<file path="config.mk">
export PLATFORM = sky130hd
export DESIGN_NAME = fifo_uart_tx
export DESIGN_NICKNAME = d
export VERILOG_FILES = /design/src/rtl/uart_pkg.sv /design/src/rtl/uart_baud_cnt.sv /design/src/rtl/fifo_uart_tx.sv
export SDC_FILE = /design/constraint.sdc
export NUM_CORES = 1
export LEC_CHECK = 0
export BUFFER_PORTS_ARGS = -buffer_cell sky130_fd_sc_hd__buf_4
export CAP_MARGIN = 20
export CORE_MARGIN = 4
export CORE_UTILIZATION = 40
export CTS_CLUSTER_DIAMETER = 80
export DETAILED_ROUTE_END_ITERATION = 10
export GPL_TIMING_DRIVEN = 0
export PLACE_DENSITY = 0.64
export SYNTH_ARGS = -nofsm -noshare
export SYNTH_HDL_FRONTEND = slang
export SYNTH_HIERARCHICAL = 1
export SYNTH_SLANG_ARGS = --single-unit
export TNS_END_PERCENT = 50
</file>
<file path="constraint.sdc">
create_clock -name clk_i -period 3.85 [get_ports clk_i]
set_clock_uncertainty 0.1 [all_clocks]
set_input_delay 0.385 -clock clk_i [delete_from_list [all_inputs] [get_ports clk_i]]
set_output_delay 0.385 -clock clk_i [all_outputs]
set_load 0.005 [all_outputs]
</file>
<file path="src/rtl/uart_pkg.sv">
// Shared definitions for the FIFO-fed UART transmitter: FSM state encoding
// and the default baud divider.
package uart_pkg;

    typedef enum logic [2:0] {
        ST_IDLE,
        ST_START,
        ST_DATA,
        ST_PARITY,
        ST_STOP
    } uart_tx_state_t;

    localparam int unsigned UART_CLKDIV_DEFAULT = 434;

endpackage

</file>
<file path="src/rtl/uart_baud_cnt.sv">
// Bit-time down-counter: reloads CLKDIV-1 on load, decrements to zero and
// holds there; tick marks the final cycle of the current bit.
module uart_baud_cnt #(
    parameter int unsigned CLKDIV = 434
) (
    input  logic clk_i,
    input  logic rst_ni,
    input  logic load,
    output logic tick
);

    localparam int unsigned BW = (CLKDIV > 1) ? $clog2(CLKDIV) : 1;

    logic [BW-1:0] bcnt_q, bcnt_d;

    always_comb begin
        bcnt_d = bcnt_q;
        if (load) begin
            bcnt_d = BW'(CLKDIV - 1);
        end else if (bcnt_q != '0) begin
            bcnt_d = bcnt_q - 1'b1;
        end
    end

    always_ff @(posedge clk_i) begin
        if (!rst_ni) begin
            bcnt_q <= '0;
        end else begin
            bcnt_q <= bcnt_d;
        end
    end

    assign tick = (bcnt_q == '0);

endmodule

</file>
<file path="src/rtl/fifo_uart_tx.sv">
// UART transmitter draining a synchronous FIFO; frames are start/data(LSB
// first)/stop. Define FIFO_UART_TX_PARITY_EN to add an even-parity bit.
module fifo_uart_tx
    import uart_pkg::*;
#(
    parameter int unsigned DWIDTH = 8,
    parameter int unsigned CLKDIV = UART_CLKDIV_DEFAULT
) (
    input  logic              clk_i,
    input  logic              rst_ni,
    input  logic              fifo_empty,
    input  logic [DWIDTH-1:0] fifo_out,
    output logic              fifo_pop,
    input  logic              cts_ni,
    output logic              txd,
    output logic              busy
);

    localparam int unsigned IW = (DWIDTH > 1) ? $clog2(DWIDTH) : 1;

    uart_tx_state_t    state_q, state_d;
    logic [DWIDTH-1:0] shreg_q, shreg_d;
    logic [IW-1:0]     bidx_q, bidx_d;
    logic              txd_q, txd_d;
    logic              load;
    logic              tick;
    logic              launch;
`ifdef FIFO_UART_TX_PARITY_EN
    logic              par_q, par_d;
`endif

    uart_baud_cnt #(
        .CLKDIV(CLKDIV)
    ) u_baud (
        .clk_i (clk_i),
        .rst_ni(rst_ni),
        .load  (load),
        .tick  (tick)
    );

    // A new frame may start from IDLE or in the very last STOP cycle.
    assign launch = !fifo_empty && !cts_ni &&
                    ((state_q == ST_IDLE) || ((state_q == ST_STOP) && tick));

    always_comb begin
        state_d = state_q;
        shreg_d = shreg_q;
        bidx_d  = bidx_q;
        load    = 1'b0;
`ifdef FIFO_UART_TX_PARITY_EN
        par_d   = par_q;
`endif
        if (launch) begin
            state_d = ST_START;
            shreg_d = fifo_out;
            load    = 1'b1;
`ifdef FIFO_UART_TX_PARITY_EN
            par_d   = ^fifo_out;
`endif
        end else begin
            case (state_q)
                ST_START: begin
                    if (tick) begin
                        state_d = ST_DATA;
                        bidx_d  = IW'(DWIDTH - 1);
                        load    = 1'b1;
                    end
                end
                ST_DATA: begin
                    if (tick) begin
                        load = 1'b1;
                        if (bidx_q == '0) begin
`ifdef FIFO_UART_TX_PARITY_EN
                            state_d = ST_PARITY;
`else
                            state_d = ST_STOP;
`endif
                        end else begin
                            bidx_d  = bidx_q - 1'b1;
                            shreg_d = shreg_q >> 1;
                        end
                    end
                end
`ifdef FIFO_UART_TX_PARITY_EN
                ST_PARITY: begin
                    if (tick) begin
                        state_d = ST_STOP;
                        load    = 1'b1;
                    end
                end
`endif
                ST_STOP: begin
                    if (tick) begin
                        state_d = ST_IDLE;
                    end
                end
                default: ;
            endcase
        end

        // Line level is decoded from the next state so txd can be registered.
        case (state_d)
            ST_START: txd_d = 1'b0;
            ST_DATA:  txd_d = shreg_d[0];
`ifdef FIFO_UART_TX_PARITY_EN
            ST_PARITY: txd_d = par_d;
`endif
            default:  txd_d = 1'b1;
        endcase
    end

    always_ff @(posedge clk_i) begin
        if (!rst_ni) begin
            state_q <= ST_IDLE;
            shreg_q <= '0;
            bidx_q  <= '0;
            txd_q   <= 1'b1;
`ifdef FIFO_UART_TX_PARITY_EN
            par_q   <= 1'b0;
`endif
        end else begin
            state_q <= state_d;
            shreg_q <= shreg_d;
            bidx_q  <= bidx_d;
            txd_q   <= txd_d;
`ifdef FIFO_UART_TX_PARITY_EN
            par_q   <= par_d;
`endif
        end
    end

    assign fifo_pop = launch && rst_ni;
    assign txd      = txd_q;
    assign busy     = (state_q != ST_IDLE);

endmodule

</file>
==> results of run 1 <==
cells by family after synthesis:
kind of cell	Yosys count	synth area share, %
xor+xnor	4	2.75
compound gates	33	20.1
fa+ha+maj	4	3.92
buf+inv	13	5.10
flops	24	37.6
simple gates	54	24.2
mux	8	6.27
power by group through the flow:
stage | registers, W | logic, W | clock network [W]
finish | 0.000387 | 0.000514 | 0.000111
global route | 0.000397 | 0.000566 | 0.000124
CTS | 0.000386 | 0.000514 | 0.000117
detailed placement | 0.000392 | 0.000510 | 0
global placement | 0.000387 | 0.000502 | 0
floorplan | 0.000374 | 0.000412 | 0
worst max-delay path, delay by kind of cell, from the launching register on:
kind	cells	cell delay [ns]
adders and majority gates	1	0.20
DFF	1	0.33
buffers and inverters	4	0.75
and+or+nand+nor	5	0.93
registers in the layout, summed over array words and instances (netlist names):
name           count
bidx_q             3
txd                1
shreg_q            8
state_q            3
u_baud/bcnt_q      9
cell type report:
class,instances,area [sq um],area share [%]
buffer,4,31.3,2.14
clock buffer,3,22.5,1.54
inverter,9,33.8,2.32
multi-input combinational,103,731,50.1
sequential,24,480,32.9
tap,44,55.1,3.77
timing repair buffer,14,105,7.20
per-layer routing:
metal  GRT usage [%]  part of all wire, %  vias up
met5               0                    0        -
met4            4.75                  1.5        0
met3            2.43                  3.2        5
met2            26.0                   52       17
met1            15.5                   43      499
li1                -                    -      537
synthesized netlist by cell type, types with 2 or more instances:
cell type,instances,area share [%]
sky130_fd_sc_hd__o31a_1,2,1.4
sky130_fd_sc_hd__inv_1,9,2.6
sky130_fd_sc_hd__ha_1,4,3.9
sky130_fd_sc_hd__mux2i_1,8,6.3
sky130_fd_sc_hd__nor3_1,4,1.6
sky130_fd_sc_hd__a211oi_1,8,4.7
sky130_fd_sc_hd__o21a_1,4,2.4
sky130_fd_sc_hd__nor2b_1,4,2.0
sky130_fd_sc_hd__nand3_1,3,1.2
sky130_fd_sc_hd__nand2b_1,6,2.9
sky130_fd_sc_hd__xnor2_1,2,1.4
sky130_fd_sc_hd__nor4_1,2,0.98
sky130_fd_sc_hd__and2_1,3,1.5
sky130_fd_sc_hd__o21ai_1,2,0.78
sky130_fd_sc_hd__xor2_1,2,1.4
sky130_fd_sc_hd__nand2_1,3,0.88
sky130_fd_sc_hd__a31oi_1,3,1.5
sky130_fd_sc_hd__buf_6,2,1.8
sky130_fd_sc_hd__nor2_1,19,5.6
sky130_fd_sc_hd__a21oi_1,4,1.6
sky130_fd_sc_hd__dfxtp_1,24,38
sky130_fd_sc_hd__o211ai_1,2,1.2
worst paths after layout:
kind / to / from / slack, ns
worst max-delay path: fifo_pop / u_baud/bcnt_q[0] / 0.83
worst min-delay path: shreg_q[7] / fifo_out[7] / 0.21
worst max register to register: u_baud/bcnt_q[1] / u_baud/bcnt_q[0] / 1.00
worst min register to register: u_baud/bcnt_q[1] / u_baud/bcnt_q[1] / 0.43
metrics by stage:
step	std cells	total power [W]	setup slack (ns)
3_5_place_dp	198	0.000902	1.03
5_1_grt	201	0.00109	0.586
6_report	201	0.00101	0.832
2_1_floorplan	140	0.000786	1.54
4_1_cts	201	0.00102	0.814
3_3_place_gp	198	0.000889	1.10
==> parameters.txt, run 1 <==
Parameter                              Value

Min path
  Hold WC Path Type    in -> reg
  Worst Hold Path Cells    3

Clock tree
  TritonCTS clock tree    built
  CTS Sinks    24
  Insertion delay to the later sink of the worst-skew pair    0.32 ns
  Clock slew at reported path FFs    0.13 ns
  Post-cts hold buffer count    0
  Clock Path Buffers    2
  Clock Root Buffer    sky130_fd_sc_hd__clkbuf_4
  Number of clock buffers inserted by TritonCTS    3
  Number of H-tree levels    1
  Post-CTS Resized    0
  Total setup buffers inserted after CTS    0

Floorplanning
  Width of the chip    64.5 microns
  Initial Util    41.8%
  Floorplan die area    4160 sq um
  Vertical extent of the die    64.5 microns
  I/O pin count    15
  Standard-cell row count    20
  Total core area    3050 sq um

Worst setup path
  Series of cell instances along the critical path    inv_1, ha_1, nor2b_1, nand3_1, inv_1, nand2b_1, nand2_1, buf_2, nor2_1, buf_4
  Critical path launch point type    flop
  Critical setup path kind    reg -> out
  Worst path slowest cell    sky130_fd_sc_hd__dfxtp_1
  CP most frequent cell    sky130_fd_sc_hd__inv_1
  Critical path capture point type    primary output
  CP peak stage delay    0.33 ns
  Required time of the critical path    3.37 ns
  Cell count of the worst reg-to-reg path    12
  Crit path max fanout    10
  CP Data Arrival Time    2.53 ns

STA
  Worst slew margin    62.5%
  Count of endpoints failing setup in the final report    0
  Fraction of the cycle the final worst path needs    78.4%
  Maximum clock rate    0.331 GHz
  Setup repair after global routing missed its margin    false
  Total Negative Setup Slacks    0 ns
  Worst Hold Margin    0.207 ns
  Worst Tran Pin Value    0.559 ns
  Minimum period implied by the final worst setup slack    3.02 ns
  Fin. Hold Viols    0
  Pins Over Slew Limit    0

Logic synthesis
  Most frequently used flop master after synthesis    sky130_fd_sc_hd__dfxtp_1
  Yosys Warn Count    6
  Count of different cell masters after synthesis    42
  Net count after synthesis    156
  Synthesized area per cell    9.12 sq um
  Area of the mapped netlist    1280 sq um
  Share of flip-flops with an asynchronous set or reset    0%
  Number of instances in the synthesized netlist    140
  Count of flip-flops with a built-in enable after synthesis    0
  Number of synthesized register bits    24
  Share of the yosys chip area belonging to registers    37.6%

Layout
  Net total in the final layout    175
  Commonest non-fill, non-tap cell in the layout    sky130_fd_sc_hd__dfxtp_1
  Fraction of final layout cells sized beyond drive strength 1    16.6%
  Post-layout instance area    1460 sq um
  Diode count    0
  Area Overhead vs Synth    14.3%
  Commonest cells after routing, fill and taps aside    sky130_fd_sc_hd__dfxtp_1, sky130_fd_sc_hd__nor2_1, sky130_fd_sc_hd__buf_4, sky130_fd_sc_hd__inv_1
  Fin util    47.8%
  Filler cell count in the final layout    309

Power
  Part of the total power dissipated in combinational logic    50.8%
  Power per unit of standard cell area    694 nW/um^2
  Switching Fraction    41.2%
  Part of the power in the clock network    11.0%
  Switching power of the nets    0.000417 W
  Cell internal power dissipation    0.000595 W
  Static leakage power    0.563 nW
  Sequential Power Share    38.2%
  IR drop worst, VDD    0.213 mV

Placement
  Total of buffers placed on input and output ports    14
  Global placement routability congestion    0.762
  DP Area    1440 sq um
  DP HPWL    1970 microns

Drt
  Vias per cell    5.26
  Routed vias    1058
  Number of design-rule violations left by the first detailed-router iteration    50
  Number of antenna-violating nets in the routed design    0
  Post-route DRC    0
  Routed wire length    2660 microns
  Average detailed-routed wire length per instance    13.2 microns
  Number of search-and-repair iterations in the first detailed-routing pass    4

GRT
  Number of global-route vias before repair    1068
  First-pass GRT wire length    4590 microns
  Pin count of the biggest net entering global routing    13
  Residual overflow from global routing    0
  Number of antenna violations at the first check in global routing    0
  GRT Util Overall    13.8%

Flow run
  Max-cap check violation count    0

Status
  Run status    finished, final reports clean
Note: power is estimated with default switching activity, not from simulation.
==> run 2, diff against run 1 <==
Clock period 3.85 ns to 3.1 ns, I/O delays scaled along.
==> run 2 against run 1 <==
  * Wire length decreased by 0.94%
  * Combinational power rose by 25%
  * Die area stayed put
  * Sequential power grew 24%
==> parameters.txt, run 2 (same netlist as run 1, synthesis figures left out) <==
Parameter                              Value

Clock tree
  CTS Sinks    24
  Clock Root Buffer    sky130_fd_sc_hd__clkbuf_4
  Post-cts hold buffer count    0
  Number of H-tree levels    1
  Insertion delay to the later sink of the worst-skew pair    0.32 ns
  TritonCTS clock tree    built
  Number of clock buffers inserted by TritonCTS    3
  Clock slew at reported path FFs    0.13 ns
  Clock Path Buffers    2

Drt
  Vias per cell    5.21
  Routed vias    1048
  Number of antenna-violating nets in the routed design    0
  Average detailed-routed wire length per instance    13.1 microns
  Number of search-and-repair iterations in the first detailed-routing pass    4
  Post-route DRC    0
  Routed wire length    2640 microns
  Number of design-rule violations left by the first detailed-router iteration    43

STA
  Worst Hold Margin    0.132 ns
  Fraction of the cycle the final worst path needs    90.4%
  Fin. Hold Viols    0
  Minimum period implied by the final worst setup slack    2.80 ns
  Worst Tran Pin Value    0.549 ns
  Total Negative Setup Slacks    0 ns
  Maximum clock rate    0.357 GHz
  Pins Over Slew Limit    0
  Setup repair after global routing missed its margin    false
  Count of endpoints failing setup in the final report    0
  Worst slew margin    63.1%

Layout
  Fraction of final layout cells sized beyond drive strength 1    17.8%
  Commonest cells after routing, fill and taps aside    sky130_fd_sc_hd__dfxtp_1, sky130_fd_sc_hd__nor2_1, sky130_fd_sc_hd__buf_4
  Flip-flop count of the largest register, all copies and words added    9
  Largest regs    u_baud/bcnt_q x9, shreg_q x8
  Commonest non-fill, non-tap cell in the layout    sky130_fd_sc_hd__dfxtp_1
  Net total in the final layout    175
  Diode count    0
  Fin util    48.0%
  Register with the most flip-flops    u_baud/bcnt_q
  Filler cell count in the final layout    309
  Register area    480 sq um
  Combined area of the multi-input logic cells    736 sq um
  Area Overhead vs Synth    14.7%

Placement
  DP HPWL    1970 microns
  Global placement routability congestion    0.762
  Total of buffers placed on input and output ports    14

Power
  Power per unit of standard cell area    862 nW/um^2
  Static leakage power    0.561 nW
  IR drop worst, VDD    0.268 mV

GRT
  Residual overflow from global routing    0
  Number of global-route vias before repair    1068
  First-pass GRT wire length    4590 microns
  Number of antenna violations at the first check in global routing    0
  GRT Util Overall    13.8%
  Pin count of the biggest net entering global routing    13

Worst setup path
  CP Data Arrival Time    2.39 ns
  Critical path capture point type    primary output
  Crit path max fanout    10
  Critical setup path kind    reg -> out
  Required time of the critical path    2.69 ns
  Critical path launch point type    flop

Min path
  Hold WC Path Type    in -> reg

Floorplanning
  Standard-cell row count    20
  Initial Util    41.8%
  Floorplan die area    4160 sq um
  Vertical extent of the die    64.5 microns
  Total core area    3050 sq um
  Width of the chip    64.5 microns
  I/O pin count    15

Flow run
  Max-cap check violation count    0

Status
  Run status    finished, final reports clean
-- run 2: final timing paths --
path                    start                to  slack, ns  depth (start not counted)
max          u_baud/bcnt_q[0]          fifo_pop       0.30                         10
min               fifo_out[7]        shreg_q[7]       0.13                          3
max reg2reg  u_baud/bcnt_q[0]  u_baud/bcnt_q[1]       0.43                         12
min reg2reg  u_baud/bcnt_q[1]  u_baud/bcnt_q[1]       0.43                          2
-- run 2: final cells by class --
class,count,share of cell area [%]
Multi-Input combinational cell,103,50.3
Inverter,9,2.31
Timing Repair Buffer,14,7.18
Tap cell,44,3.76
Clock buffer,3,1.54
Sequential cell,24,32.8
Buffer,4,2.14
-- run 2: critical path, cell delays in order, from the launching register on --
cell and delay [ns]:
sky130_fd_sc_hd__dfxtp_1 0.33, sky130_fd_sc_hd__inv_1 0.11, sky130_fd_sc_hd__ha_1 0.20, sky130_fd_sc_hd__nor2b_1 0.23, sky130_fd_sc_hd__nand3_2 0.20, sky130_fd_sc_hd__inv_2 0.16, sky130_fd_sc_hd__nand2b_1 0.14, sky130_fd_sc_hd__nand2_1 0.20
sky130_fd_sc_hd__buf_2 0.28, sky130_fd_sc_hd__nor2_1 0.10, sky130_fd_sc_hd__buf_4 0.12
-- run 2: repair_timing --
action | in CTS | in global routing
gates resized for setup | 0 | 2
endpoints found under the hold margin | 0 | 0
buffers inserted | 0 | 0
endpoints found under the setup margin | 0 | 1
-- run 2: power breakdown --
part           switching [W]  internal (W)  total, W
clock network      0.0000923     0.0000455  0.000138
registers          0.0000827      0.000397  0.000480
logic               0.000345      0.000300  0.000645
total               0.000520      0.000742   0.00126
-- run 2: per-stage QoR --
| step | area, sq um | setup WS, ns | std cells | total power (W) |
|---|---|---|---|---|
| 2_1_floorplan | 1280 | 0.794 | 140 | 0.000976 |
| 5_1_grt | 1460 | 0.0590 | 201 | 0.00136 |
| 6_report | 1460 | 0.298 | 201 | 0.00126 |
| 3_5_place_dp | 1440 | 0.277 | 198 | 0.00112 |
| 4_1_cts | 1460 | 0.139 | 201 | 0.00126 |
| 3_3_place_gp | 1440 | 0.350 | 198 | 0.00110 |
-- run 2: metal layers --
metal  GRT usage (%)  up-vias  wire length [microns]
li1                -      537                      -
met1            15.5      493                   1130
met2            26.0       13                   1390
met3            2.43        5                     80
met4            4.75        0                     41
met5               0        -                      0
==> run 3, diff against run 2 <==
Settings changed: ABC_AREA from default to 1, SYNTH_HIERARCHICAL 1 to default.
==> run 3 against run 2 <==
  * Final area rose by 1.3%
  * Sequential power fell by 10%
  * Wire length rose by 2.3%
  * Sequential share of layout area fell by 0.42 points
  * First-iteration DRC count rose by 12%
  * Via count rose by 12%
  * Critical path type unchanged
  * Highest routed layer unchanged
==> parameters.txt, run 3 <==
Parameter                              Value

Layout
  Commonest non-fill, non-tap cell in the layout    sky130_fd_sc_hd__nand2_1
  Net total in the final layout    219
  Register with the most flip-flops    u_baud.bcnt_q
  Area Overhead vs Synth    15.3%
  Post-layout instance count excluding filler cells    246
  Commonest cells after routing, fill and taps aside    sky130_fd_sc_hd__nand2_1, sky130_fd_sc_hd__nor2_1, sky130_fd_sc_hd__dfxtp_1, sky130_fd_sc_hd__inv_1, sky130_fd_sc_hd__nand3_1
  Largest regs    u_baud.bcnt_q x9, shreg_q x8
  Diode count    0
  Flip-flop count of the largest register, all copies and words added    9
  Fraction of final layout cells sized beyond drive strength 1    16.3%

STA
  Worst Tran Pin Value    0.427 ns
  Minimum period implied by the final worst setup slack    2.33 ns
  Worst slew margin    71.5%
  Count of endpoints failing setup in the final report    0
  Total Negative Setup Slacks    0 ns
  Pins Over Slew Limit    0
  Setup repair after global routing missed its margin    false
  Maximum clock rate    0.430 GHz
  Fin. Hold Viols    0
  Final WS setup    0.772 ns
  Fraction of the cycle the final worst path needs    75.1%

Floorplanning
  Floorplan die area    4190 sq um
  Width of the chip    64.7 microns
  Vertical extent of the die    64.7 microns
  Standard-cell row count    20
  I/O pin count    15
  Initial Util    42.1%
  Total core area    3050 sq um

Worst setup path
  Critical path capture point type    primary output
  Worst path slowest cell    sky130_fd_sc_hd__dfxtp_1
  Worst reg-to-reg setup slack    1.16 ns
  Cell count of the worst reg-to-reg path    11
  Endpoint of the worst register-to-register path    shreg_q[6]
  Critical path launch point type    flop
  Critical setup path kind    reg -> out
  CP Data Arrival Time    1.92 ns
  CP peak stage delay    0.32 ns
  Crit path max fanout    10
  Series of cell instances along the critical path    inv_1, ha_1, nand2_1, nor2_2, nand2_4, nand2_4, nand2_2, buf_6, nor2_4, buf_4
  Reg2reg start    u_baud.bcnt_q[0]
  Required time of the critical path    2.69 ns
  CP most frequent cell    sky130_fd_sc_hd__nand2_4
  Critical path startpoint    u_baud.bcnt_q[0]

Drt
  Length of routed wiring on met1    1200 microns
  Top layer in use    met4
  Number of antenna-violating nets in the routed design    0
  Routed wire length    2700 microns
  Routed met2 length    1400 microns
  Number of search-and-repair iterations in the first detailed-routing pass    4
  Vias per cell    4.79
  Average detailed-routed wire length per instance    11.0 microns
  Post-route DRC    0
  Routed vias    1178
  Number of design-rule violations left by the first detailed-router iteration    48
  Met3 wirelength from detailed routing    89 microns

Logic synthesis
  Most used standard cell by instance count after synthesis    sky130_fd_sc_hd__nand2_1
  Library cell with the largest summed area after synthesis    sky130_fd_sc_hd__dfxtp_1
  Yosys Warn Count    0
  Synthesized area per cell    6.99 sq um
  Commonest cells in the synthesized netlist    sky130_fd_sc_hd__nand2_1, sky130_fd_sc_hd__dfxtp_1, sky130_fd_sc_hd__nor2_1
  Count of different cell masters after synthesis    25
  Share of flip-flops with an asynchronous set or reset    0%
  Most frequently used flop master after synthesis    sky130_fd_sc_hd__dfxtp_1
  Area of the mapped netlist    1290 sq um
  Number of instances in the synthesized netlist    184
  Top-area cell type share of the netlist area    37.4%
  Count of flip-flops with a built-in enable after synthesis    0
  Number of synthesized register bits    24
  Net count after synthesis    200
  Largest cells by area after synthesis    sky130_fd_sc_hd__dfxtp_1, sky130_fd_sc_hd__nand2_1, sky130_fd_sc_hd__nand3_1
  Share of the yosys chip area belonging to registers    37.4%

Clock tree
  Clock Path Buffers    2
  Clock Root Buffer    sky130_fd_sc_hd__clkbuf_4
  CTS Sinks    24
  Clock slew at reported path FFs    0.13 ns
  TritonCTS clock tree    built
  Number of clock buffers inserted by TritonCTS    3
  Post-CTS Resized    0
  Total setup buffers inserted after CTS    0
  Number of H-tree levels    1
  Post-cts hold buffer count    0
  Insertion delay to the later sink of the worst-skew pair    0.31 ns

GRT
  Number of global-route vias before repair    1114
  Number of antenna violations at the first check in global routing    0
  GRT Util Overall    14.1%
  Pin count of the biggest net entering global routing    14
  First-pass GRT wire length    4670 microns
  Residual overflow from global routing    0

Placement
  Number of placed cells counting well taps    242
  Global placement routability congestion    0.878
  DP HPWL    2150 microns
  Post-Place Worst Slack    1.13 ns
  Total of buffers placed on input and output ports    14

Min path
  Hold WC Path Type    in -> reg
  Startpoint of the tightest hold check path    fifo_out[7]
  Terminating pin of the worst hold path    shreg_q[7]
  Worst Hold Path Cells    3

Status
  Run status    finished, final reports clean

Power
  Power per unit of standard cell area    775 nW/um^2
  Static leakage power    0.732 nW
  IR drop worst, VDD    0.398 mV

Flow run
  Max-cap check violation count    0
[run 3: changes by cell type in the layout (fill, tap and decap cells not counted), sizes merged, moves of 9 or more]
| cell | previous run | this run |
|---|---|---|
| nor2 | 19 | 28 |
| o21ai | 3 | 13 |
| nand2 | 3 | 42 |
| nand3 | 3 | 18 |
| inv | 9 | 25 |
[run 3: kinds of logic (layout without fill, tap and decap cells)]
| family | after synthesis | in the layout | share of synthesized area, % |
|---|---|---|---|
| simple gates | 95 | 95 | 34.8 |
| compound gates | 28 | 28 | 11.4 |
| buf+inv | 27 | 45 | 8.46 |
| flops | 24 | 24 | 37.4 |
| xor+xnor | 6 | 6 | 4.09 |
| fa+ha+maj | 4 | 4 | 3.89 |
[run 3: final cells by class]
class	instances	area, sq um
Timing Repair Buffer	14	105
Multi-Input combinational cell	133	697
Tap cell	44	55.1
Inverter	25	93.8
Sequential cell	24	480
Buffer	2	15.0
Fill cell	340	1570
Clock buffer	4	36.3
[run 3: worst max path at each step]
stage	slack [ns]	end
after global placement	1.14	fifo_pop
final	0.77	fifo_pop
after CTS	0.76	fifo_pop
after detailed placement	1.13	fifo_pop
after floorplan	1.41	fifo_pop
after global routing	0.59	fifo_pop
[run 3: per-stage QoR]
step	cell area, sq um	total power [W]	utilization [%]	hold slack (ns)
floorplan	1290	0.000868	-	0.320
global placement	1450	0.000976	47.4	0.341
detailed placement	1450	0.000990	47.4	0.341
CTS	1480	0.00116	48.6	0.0710
global route	1480	0.00126	48.6	0.0817
finish	1480	0.00115	48.6	0.0840
[run 3: per-layer routing]
metal | global-route usage, % | vias up
li1 | - | 628
met1 | 16.2 | 527
met2 | 25.7 | 21
met3 | 3.99 | 2
met4 | 2.90 | 0
met5 | 0 | -
[run 3: worst max-delay path: cells and delay by family, from the launching register on]
| kind | cells | cell delay (ns) |
|---|---|---|
| buf+inv | 3 | 0.42 |
| flops | 1 | 0.32 |
| fa+ha+maj | 1 | 0.20 |
| simple gates | 6 | 0.66 |
[run 3: power by group]
part | switching [W] | leakage [nW] | total [W] | internal (W)
clock | 0.0000922 | 0.0210 | 0.000164 | 0.0000718
combinational | 0.000336 | 0.514 | 0.000556 | 0.000220
sequential | 0.0000505 | 0.197 | 0.000430 | 0.000379
